==> config.mk <==
export PLATFORM = sky130hd
export DESIGN_NAME = lime_output_tx_flat
export DESIGN_NICKNAME = d
export VERILOG_FILES = /design/src/rtl/lime_io_pkg.sv /design/src/rtl/lime_output_tx_if.sv /design/src/rtl/lime_tx_fifo.sv /design/src/rtl/lime_output_tx.sv /design/src/flat_wrapper.sv
export SDC_FILE = /design/constraint.sdc
export NUM_CORES = 1
export LEC_CHECK = 0
export ABC_AREA = 1
export CELL_PAD_IN_SITES_DETAIL_PLACEMENT = 1
export CELL_PAD_IN_SITES_GLOBAL_PLACEMENT = 2
export CORE_MARGIN = 3
export CORE_UTILIZATION = 43
export CTS_BUF_LIST = sky130_fd_sc_hd__clkbuf_4
export DETAILED_ROUTE_END_ITERATION = 6
export GPL_TIMING_DRIVEN = 0
export PLACE_DENSITY = 0.91
export SYNTH_ARGS = -nofsm -noshare
export SYNTH_HDL_FRONTEND = slang
export SYNTH_HIERARCHICAL = 1
export SYNTH_SLANG_ARGS = --single-unit
export TNS_END_PERCENT = 10
==> constraint.sdc <==
create_clock -name CLK -period 7.25 [get_ports CLK]
set_input_delay 1.0875 -clock CLK [delete_from_list [all_inputs] [get_ports CLK]]
set_output_delay 1.0875 -clock CLK [all_outputs]
set_load 0.05 [all_outputs]
==> src/rtl/lime_io_pkg.sv <==
// lime_io_pkg: shared definitions for the lime output serial transmitter.
// Optional feature macro: LIME_TX_PARITY_EN (even-parity bit after the data bits).
package lime_io_pkg;

    typedef enum logic [2:0] {
        S_IDLE   = 3'd0,
        S_START  = 3'd1,
        S_DATA   = 3'd2,
        S_PARITY = 3'd3,
        S_STOP   = 3'd4
    } tx_state_e;

    localparam logic        START_BIT = 1'b0;
    localparam logic        STOP_BIT  = 1'b1;
    localparam int unsigned DATA_BITS = 8;

endpackage

==> src/rtl/lime_output_tx_if.sv <==
// lime_output_tx_if: processor-side write port of the output transmitter.
// master = processor store path, slave = transmitter.
interface lime_output_tx_if #(
    parameter int unsigned FIFO_DEPTH = 4
) ();

    logic [15:0]                   out_word;
    logic                          out_we;
    logic                          fifo_full;
    logic [$clog2(FIFO_DEPTH):0]   fifo_count;
    logic                          overflow;

    modport master (
        output out_word,
        output out_we,
        input  fifo_full,
        input  fifo_count,
        input  overflow
    );

    modport slave (
        input  out_word,
        input  out_we,
        output fifo_full,
        output fifo_count,
        output overflow
    );

endinterface

==> src/rtl/lime_tx_fifo.sv <==
// lime_tx_fifo: synchronous word FIFO with wrap-around pointers and an occupancy count.
// Pushes while full and pops while empty are ignored.
module lime_tx_fifo #(
    parameter int unsigned DEPTH = 4,
    parameter int unsigned WIDTH = 16
) (
    input  logic                       CLK,
    input  logic                       reset_n,
    input  logic                       push,
    input  logic                       pop,
    input  logic [WIDTH-1:0]           din,
    output logic [WIDTH-1:0]           dout,
    output logic                       full,
    output logic                       empty,
    output logic [$clog2(DEPTH):0]     count
);

    localparam int unsigned AW = $clog2(DEPTH);
    localparam int unsigned CW = AW + 1;

    logic [WIDTH-1:0] r_mem [DEPTH];
    logic [AW-1:0]    r_wr_ptr;
    logic [AW-1:0]    r_rd_ptr;
    logic [CW-1:0]    r_count;
    logic             w_push_ok;
    logic             w_pop_ok;

    assign full      = (r_count == CW'(DEPTH));
    assign empty     = (r_count == '0);
    assign count     = r_count;
    assign dout      = r_mem[r_rd_ptr];
    assign w_push_ok = push & ~full;
    assign w_pop_ok  = pop & ~empty;

    // Storage array; contents need no reset since count gates visibility.
    always_ff @(posedge CLK) begin
        if (w_push_ok) begin
            r_mem[r_wr_ptr] <= din;
        end
    end

    // Pointer and occupancy bookkeeping; simultaneous push and pop leave count unchanged.
    always_ff @(posedge CLK) begin
        if (!reset_n) begin
            r_wr_ptr <= '0;
            r_rd_ptr <= '0;
            r_count  <= '0;
        end else begin
            if (w_push_ok) r_wr_ptr <= r_wr_ptr + 1'b1;
            if (w_pop_ok)  r_rd_ptr <= r_rd_ptr + 1'b1;
            case ({w_push_ok, w_pop_ok})
                2'b10:   r_count <= r_count + 1'b1;
                2'b01:   r_count <= r_count - 1'b1;
                default: r_count <= r_count;
            endcase
        end
    end

endmodule

==> src/rtl/lime_output_tx.sv <==
// lime_output_tx: buffers 16-bit output words and sends each as two UART frames,
// low byte first, with zero gap between back-to-back frames.
// Optional feature macro: LIME_TX_PARITY_EN adds an even-parity bit after DATA.
module lime_output_tx
    import lime_io_pkg::*;
#(
    parameter int unsigned CLKS_PER_BIT = 868,
    parameter int unsigned FIFO_DEPTH   = 4
) (
    input  logic              CLK,
    input  logic              reset_n,
    lime_output_tx_if.slave   out_if,
    output logic              tx,
    output logic              tx_busy
);

    localparam int unsigned TW = $clog2(CLKS_PER_BIT);

    tx_state_e                   r_state;
    logic [TW-1:0]               r_timer;
    logic [2:0]                  r_bit_idx;
    logic [7:0]                  r_shift;
    logic [7:0]                  r_word_hi;
    logic                        r_byte_sel;
    logic                        r_tx;
    logic                        r_overflow;
    logic                        w_bit_end;
    logic                        w_pop;
    logic [15:0]                 w_dout;
    logic                        w_full;
    logic                        w_empty;
    logic [$clog2(FIFO_DEPTH):0] w_count;

    lime_tx_fifo #(
        .DEPTH (FIFO_DEPTH),
        .WIDTH (16)
    ) u_fifo (
        .CLK     (CLK),
        .reset_n (reset_n),
        .push    (out_if.out_we),
        .pop     (w_pop),
        .din     (out_if.out_word),
        .dout    (w_dout),
        .full    (w_full),
        .empty   (w_empty),
        .count   (w_count)
    );

    assign w_bit_end         = (r_timer == TW'(CLKS_PER_BIT - 1));
    // A pop happens leaving IDLE or at the end of a high-byte STOP; both load a new word.
    assign w_pop             = !w_empty &&
                               ((r_state == S_IDLE) ||
                                (r_state == S_STOP && w_bit_end && r_byte_sel));
    assign tx                = r_tx;
    assign tx_busy           = (r_state != S_IDLE);
    assign out_if.fifo_full  = w_full;
    assign out_if.fifo_count = w_count;
    assign out_if.overflow   = r_overflow;

`ifdef LIME_TX_PARITY_EN
    logic r_parity;

    // Running XOR of data bits already sent in the current byte.
    always_ff @(posedge CLK) begin
        if (!reset_n || r_state == S_START) begin
            r_parity <= 1'b0;
        end else if (r_state == S_DATA && w_bit_end) begin
            r_parity <= r_parity ^ r_shift[0];
        end
    end
`endif

    // Serializer FSM: bit timer, shift register, byte select and line driver.
    always_ff @(posedge CLK) begin
        if (!reset_n) begin
            r_state    <= S_IDLE;
            r_timer    <= '0;
            r_bit_idx  <= '0;
            r_shift    <= '0;
            r_word_hi  <= '0;
            r_byte_sel <= 1'b0;
            r_tx       <= STOP_BIT;
        end else begin
            if (w_pop) begin
                r_state    <= S_START;
                r_tx       <= START_BIT;
                r_timer    <= '0;
                r_shift    <= w_dout[7:0];
                r_word_hi  <= w_dout[15:8];
                r_byte_sel <= 1'b0;
            end else if (r_state != S_IDLE) begin
                r_timer <= w_bit_end ? '0 : r_timer + 1'b1;
                if (w_bit_end) begin
                    case (r_state)
                        S_START: begin
                            r_state   <= S_DATA;
                            r_tx      <= r_shift[0];
                            r_bit_idx <= '0;
                        end
                        S_DATA: begin
                            if (r_bit_idx == 3'(DATA_BITS - 1)) begin
`ifdef LIME_TX_PARITY_EN
                                r_state <= S_PARITY;
                                r_tx    <= r_parity ^ r_shift[0];
`else
                                r_state <= S_STOP;
                                r_tx    <= STOP_BIT;
`endif
                            end else begin
                                r_bit_idx <= r_bit_idx + 1'b1;
                                r_shift   <= r_shift >> 1;
                                r_tx      <= r_shift[1];
                            end
                        end
                        S_PARITY: begin
                            r_state <= S_STOP;
                            r_tx    <= STOP_BIT;
                        end
                        S_STOP: begin
                            if (!r_byte_sel) begin
                                r_byte_sel <= 1'b1;
                                r_shift    <= r_word_hi;
                                r_state    <= S_START;
                                r_tx       <= START_BIT;
                            end else begin
                                r_state <= S_IDLE;
                                r_tx    <= STOP_BIT;
                            end
                        end
                        default: begin
                            r_state <= S_IDLE;
                            r_tx    <= STOP_BIT;
                        end
                    endcase
                end
            end
        end
    end

    // Sticky flag for writes dropped because the FIFO was full.
    always_ff @(posedge CLK) begin
        if (!reset_n) begin
            r_overflow <= 1'b0;
        end else if (out_if.out_we && w_full) begin
            r_overflow <= 1'b1;
        end
    end

endmodule

==> src/flat_wrapper.sv <==
// flat-port wrapper written by rule: the top's interface ports become plain ports
module lime_output_tx_flat import lime_io_pkg::*;
#(
    parameter int unsigned CLKS_PER_BIT = 868,
    parameter int unsigned FIFO_DEPTH   = 4
)
  (CLK, reset_n, tx, tx_busy, out_if_out_word, out_if_out_we, out_if_fifo_full, out_if_fifo_count, out_if_overflow);
  lime_output_tx_if #(.FIFO_DEPTH(FIFO_DEPTH)) out_if_i ();
  input  logic CLK;
  input  logic reset_n;
  output logic tx;
  output logic tx_busy;
  input wire logic [$bits(out_if_i.out_word)-1:0] out_if_out_word;
  input wire logic [$bits(out_if_i.out_we)-1:0] out_if_out_we;
  output wire logic [$bits(out_if_i.fifo_full)-1:0] out_if_fifo_full;
  output wire logic [$bits(out_if_i.fifo_count)-1:0] out_if_fifo_count;
  output wire logic [$bits(out_if_i.overflow)-1:0] out_if_overflow;
  assign out_if_i.out_word = out_if_out_word;
  assign out_if_i.out_we = out_if_out_we;
  assign out_if_fifo_full = out_if_i.fifo_full;
  assign out_if_fifo_count = out_if_i.fifo_count;
  assign out_if_overflow = out_if_i.overflow;
  lime_output_tx #(.CLKS_PER_BIT(CLKS_PER_BIT), .FIFO_DEPTH(FIFO_DEPTH)) u_core (.CLK(CLK), .reset_n(reset_n), .out_if(out_if_i), .tx(tx), .tx_busy(tx_busy));
endmodule
==> reports/results.txt <==
The run finished with clean final reports. TritonCTS created 9 clock buffers. Share of synthesized area spent on multiplexers: 0. The longest clock path from root to sink contains 2 buffers. Worst vdd rail ir drop: 0.2250 mV. The largest individual stage delay along the critical path comes from the cell sky130_fd_sc_hd__clkdlybuf4s50_1. The start-to-end type of the worst setup path was reg2out. The post-synthesis share of cell area spent on and, or, nand and nor gates was 0.1824. The HPWL after detailed placement is 7.738 mm. The run gives 0.4424 as the effective utilization at floorplan. The type of the most critical hold path was reg2reg.

Post-CTS timing repair inserted 0 buffers for setup. The tools report the number of failing hold endpoints at the final stage as 0. The run gives 0 as the post-cts hold buffer count.

The kind of capture point of the worst setup path was an output port. The run gives 0 as the max-slew violation count. The number of nets in the synthesized netlist is 500. From left edge to right edge, the die measures 109.3 um. STA classifies the critical path startpoint as a flop. Ranked by instance count, the synthesized netlist is headed by sky130_fd_sc_hd__nor2_1 (77), sky130_fd_sc_hd__nand2_1 (70), sky130_fd_sc_hd__edfxtp_1 (64). The tools report the number of antenna violations at the first check in global routing as 0. Adder and majority gate portion of the synthesized area: 0.02618.

The met3 routing resource usage after global routing is 0.05637, and the clock transition at the registers of the reported paths is 170 ps. The busiest layer in global routing is met2. The async set-or-reset flop fraction in the synthesized netlist was 0.

The tools report the number of cell rows as 37. The xor/xnor share of the synthesized area is 0.007636, and the worst hold margin is 464.7 ps. The clock insertion delay at the later pin of the skew report is 490 ps, and the largest driver fanout on the critical path is 6. The synthesized design contains 64 enable-type register cells. Most common cell in the netlist: sky130_fd_sc_hd__nor2_1.

The share of the core filled with cells in the final layout is 0.4967. The number of global-route vias before repair was 3531; the final routed wire length divided by cell count was 16.43 um. For this block, the routed nets add up to 10.66 mm of wire. Clock tree root buffer cell: sky130_fd_sc_hd__clkbuf_4. The tools report the global router's overall resource usage as 0.1944. Walking the worst path, the cells encountered are inv_1, nand2_4, clkdlybuf4s50_1. The logs give 0.2253 for the met1 usage and 0.6109 for the register area share after synthesis. In this run the cell area of the synthesized design comes to 0.004588 sq mm. Setup repair after global routing left no endpoint under its margin. The fraction of layout cells with a size suffix above 1 came out at 0.1033. In this design, the stage delay of the slowest critical-path cell is 810 ps.

The fraction of the mapped netlist area in compound gates is 0.1162. The clock tree synthesis step divided the H-tree into 3 levels. Across all layers, the routed design uses 3372 vias.

The first routing iteration left 107 violations. The run gives 0.3474 as the global-route track usage on met2. TritonCTS built the clock tree. For the setup TNS after final layout, the log shows 0 ps. The floorplan die area was 0.01195 sq mm; the final worst-path cycle share was 0.4380. The run gives 35 as the unique cell type count in the Yosys netlist.

The final layout contains 536 nets. For this design the static power due to leakage is 0.001923 uW. In this run the vertical extent of the chip is 109.3 um. The run gives 1741 uW as the total power draw. After synthesis, the largest family of logic cells by area is simple AND/OR/NAND/NOR gates. The number of detailed-route iterations in the first pass is 4. Setup violations remaining at the end of the flow were counted as 0. The clock net sink count came out at 108.

In this run the mean area of a mapped cell was 9.721 sq um. Upper clock frequency limit: 314.9 MHz. The first global-routing pass estimated 17.33 mm of wire. The worst slew margin relative to its limit is 0.3401, and the number of primary I/O pins is 26. Reported max-cap violation count: 0. Synthesis produced 472 cells. Total congestion overflow after global routing: 0. The worst-margin pin slew came out at 988.7 ps. The Yosys step of the flow raised 6 warnings. The data required time of the worst path is 6160 ps, and the power density over the cells is 337.9 mW/mm^2. The most used flip-flop cell after synthesis is sky130_fd_sc_hd__edfxtp_1. The logs give 21 for the maximum number of pins on one net before global-route repair and 0.01037 sq mm for the area inside the core boundary. The number of gates resized after CTS was 0.

By area the synthesized netlist is led by sky130_fd_sc_hd__edfxtp_1 (42%), sky130_fd_sc_hd__dfxtp_1 (19%), sky130_fd_sc_hd__nor2_1 (6.3%). Once detail routing completed, the nets flagged for antenna violations numbered 0. Summed over all instances, the cell type with the most area after synthesis is sky130_fd_sc_hd__edfxtp_1. The fraction of synthesized cell area taken by the top area cell type works out to 0.4189.

After detailed routing, the number of remaining DRC violations is 0. During placement, the flow inserted port buffers numbering 25. The area growth from synthesis to layout is 12.27%. At the worst endpoint, the arrival time is 2090 ps. Between clock sinks in the finished design, the worst skew comes to 19.91 ps. The routability congestion estimate was 0.7783.

After layout, the minimum clock period comes to 3175 ps. The number of antenna diodes in the final layout is 0. In the routed layout, each cell is associated on average with a via count of 5.196. Counting flops and latches in the post-synthesis netlist gives 108.
==> flip-flops by register name, indices dropped and copies added (netlist names), named ones only <==
name,cells
u_core/r_state,3
u_core/r_byte_sel,1
u_core/u_fifo/count,3
u_core/u_fifo/r_wr_ptr,2
u_core/r_word_hi,8
u_core/tx,1
u_core/u_fifo/r_rd_ptr,2
u_core/u_fifo/r_mem,64
u_core/r_bit_idx,3
u_core/out_if.overflow,1
u_core/r_timer,10
u_core/r_shift,8
==> placed cells by master, fill, tap and decap left out, types with 7 or more instances in the layout <==
cell                              count
sky130_fd_sc_hd__buf_2                7
sky130_fd_sc_hd__nand3_1             23
sky130_fd_sc_hd__ha_1                 8
sky130_fd_sc_hd__o21ai_0             27
sky130_fd_sc_hd__edfxtp_1            64
sky130_fd_sc_hd__clkdlybuf4s50_1     25
sky130_fd_sc_hd__a21oi_1             20
sky130_fd_sc_hd__nor2_1              73
sky130_fd_sc_hd__inv_1               42
sky130_fd_sc_hd__dfxtp_1             44
sky130_fd_sc_hd__o22ai_1             17
sky130_fd_sc_hd__o21ai_1             29
sky130_fd_sc_hd__clkbuf_4             9
sky130_fd_sc_hd__nand2_1             70
sky130_fd_sc_hd__nor2_2               9
==> cell type report <==
cell class / count / area [sq um]
repair buffers: 25 / 250.2
clock inverters: 7 / 65.06
inverters: 46 / 172.7
fillers: 1185 / 5219
multi-input cells: 304 / 1535
well taps: 136 / 170.2
flip-flops and latches: 108 / 2803
plain buffers: 14 / 87.58
clock buffers: 9 / 67.56
==> path summary, 6_finish.rpt <==
path / startpoint / to / slack, ps / cells after the start
worst max-delay path: u_core/r_state[2] / tx_busy / 4070 / 3
worst min-delay path: u_core/r_word_hi[1] / u_core/r_word_hi[1] / 460 / 2
worst max register to register: u_core/r_timer[0] / u_core/u_fifo/count[2] / 4440 / 16
worst min register to register: u_core/r_word_hi[1] / u_core/r_word_hi[1] / 460 / 2
==> through the flow <==
step | setup slack, ps | cell area [sq um] | std cells
floorplan | 4587 | 4588 | 472
global route | 3915 | 5151 | 649
CTS | 4024 | 5151 | 649
global placement | 3882 | 5009 | 633
detailed placement | 4227 | 5019 | 633
finish | 4075 | 5151 | 649
==> logic make-up after synthesis <==
logic type,after synthesis
compound gates,99
xor+xnor,4
fa+ha+maj,9
buf+inv,60
flops,108
simple gates,192
==> layer usage <==
metal / routed length [um] / share of wire / vias to the layer above
met5: 0 / 0 / -
met3: 390 / 0.037 / 13
met2: 5554 / 0.52 / 46
li1: - / - / 1676
met4: 164 / 0.015 / 0
met1: 4552 / 0.43 / 1637
==> critical path, delay by kind of cell, from the launching register on <==
kind / cells / cell delay, ps
DFF: 1 / 450
and+or+nand+nor: 1 / 150
buffers and inverters: 2 / 1000
==> where the power goes <==
part	switching [uW]	leakage, uW	internal (uW)
clock	208	0.0000676	77.4
combinational	448	0.000908	214
sequential	47.0	0.000947	746
total	703	0.00192	1040
Note: power is estimated with default switching activity, not from simulation.
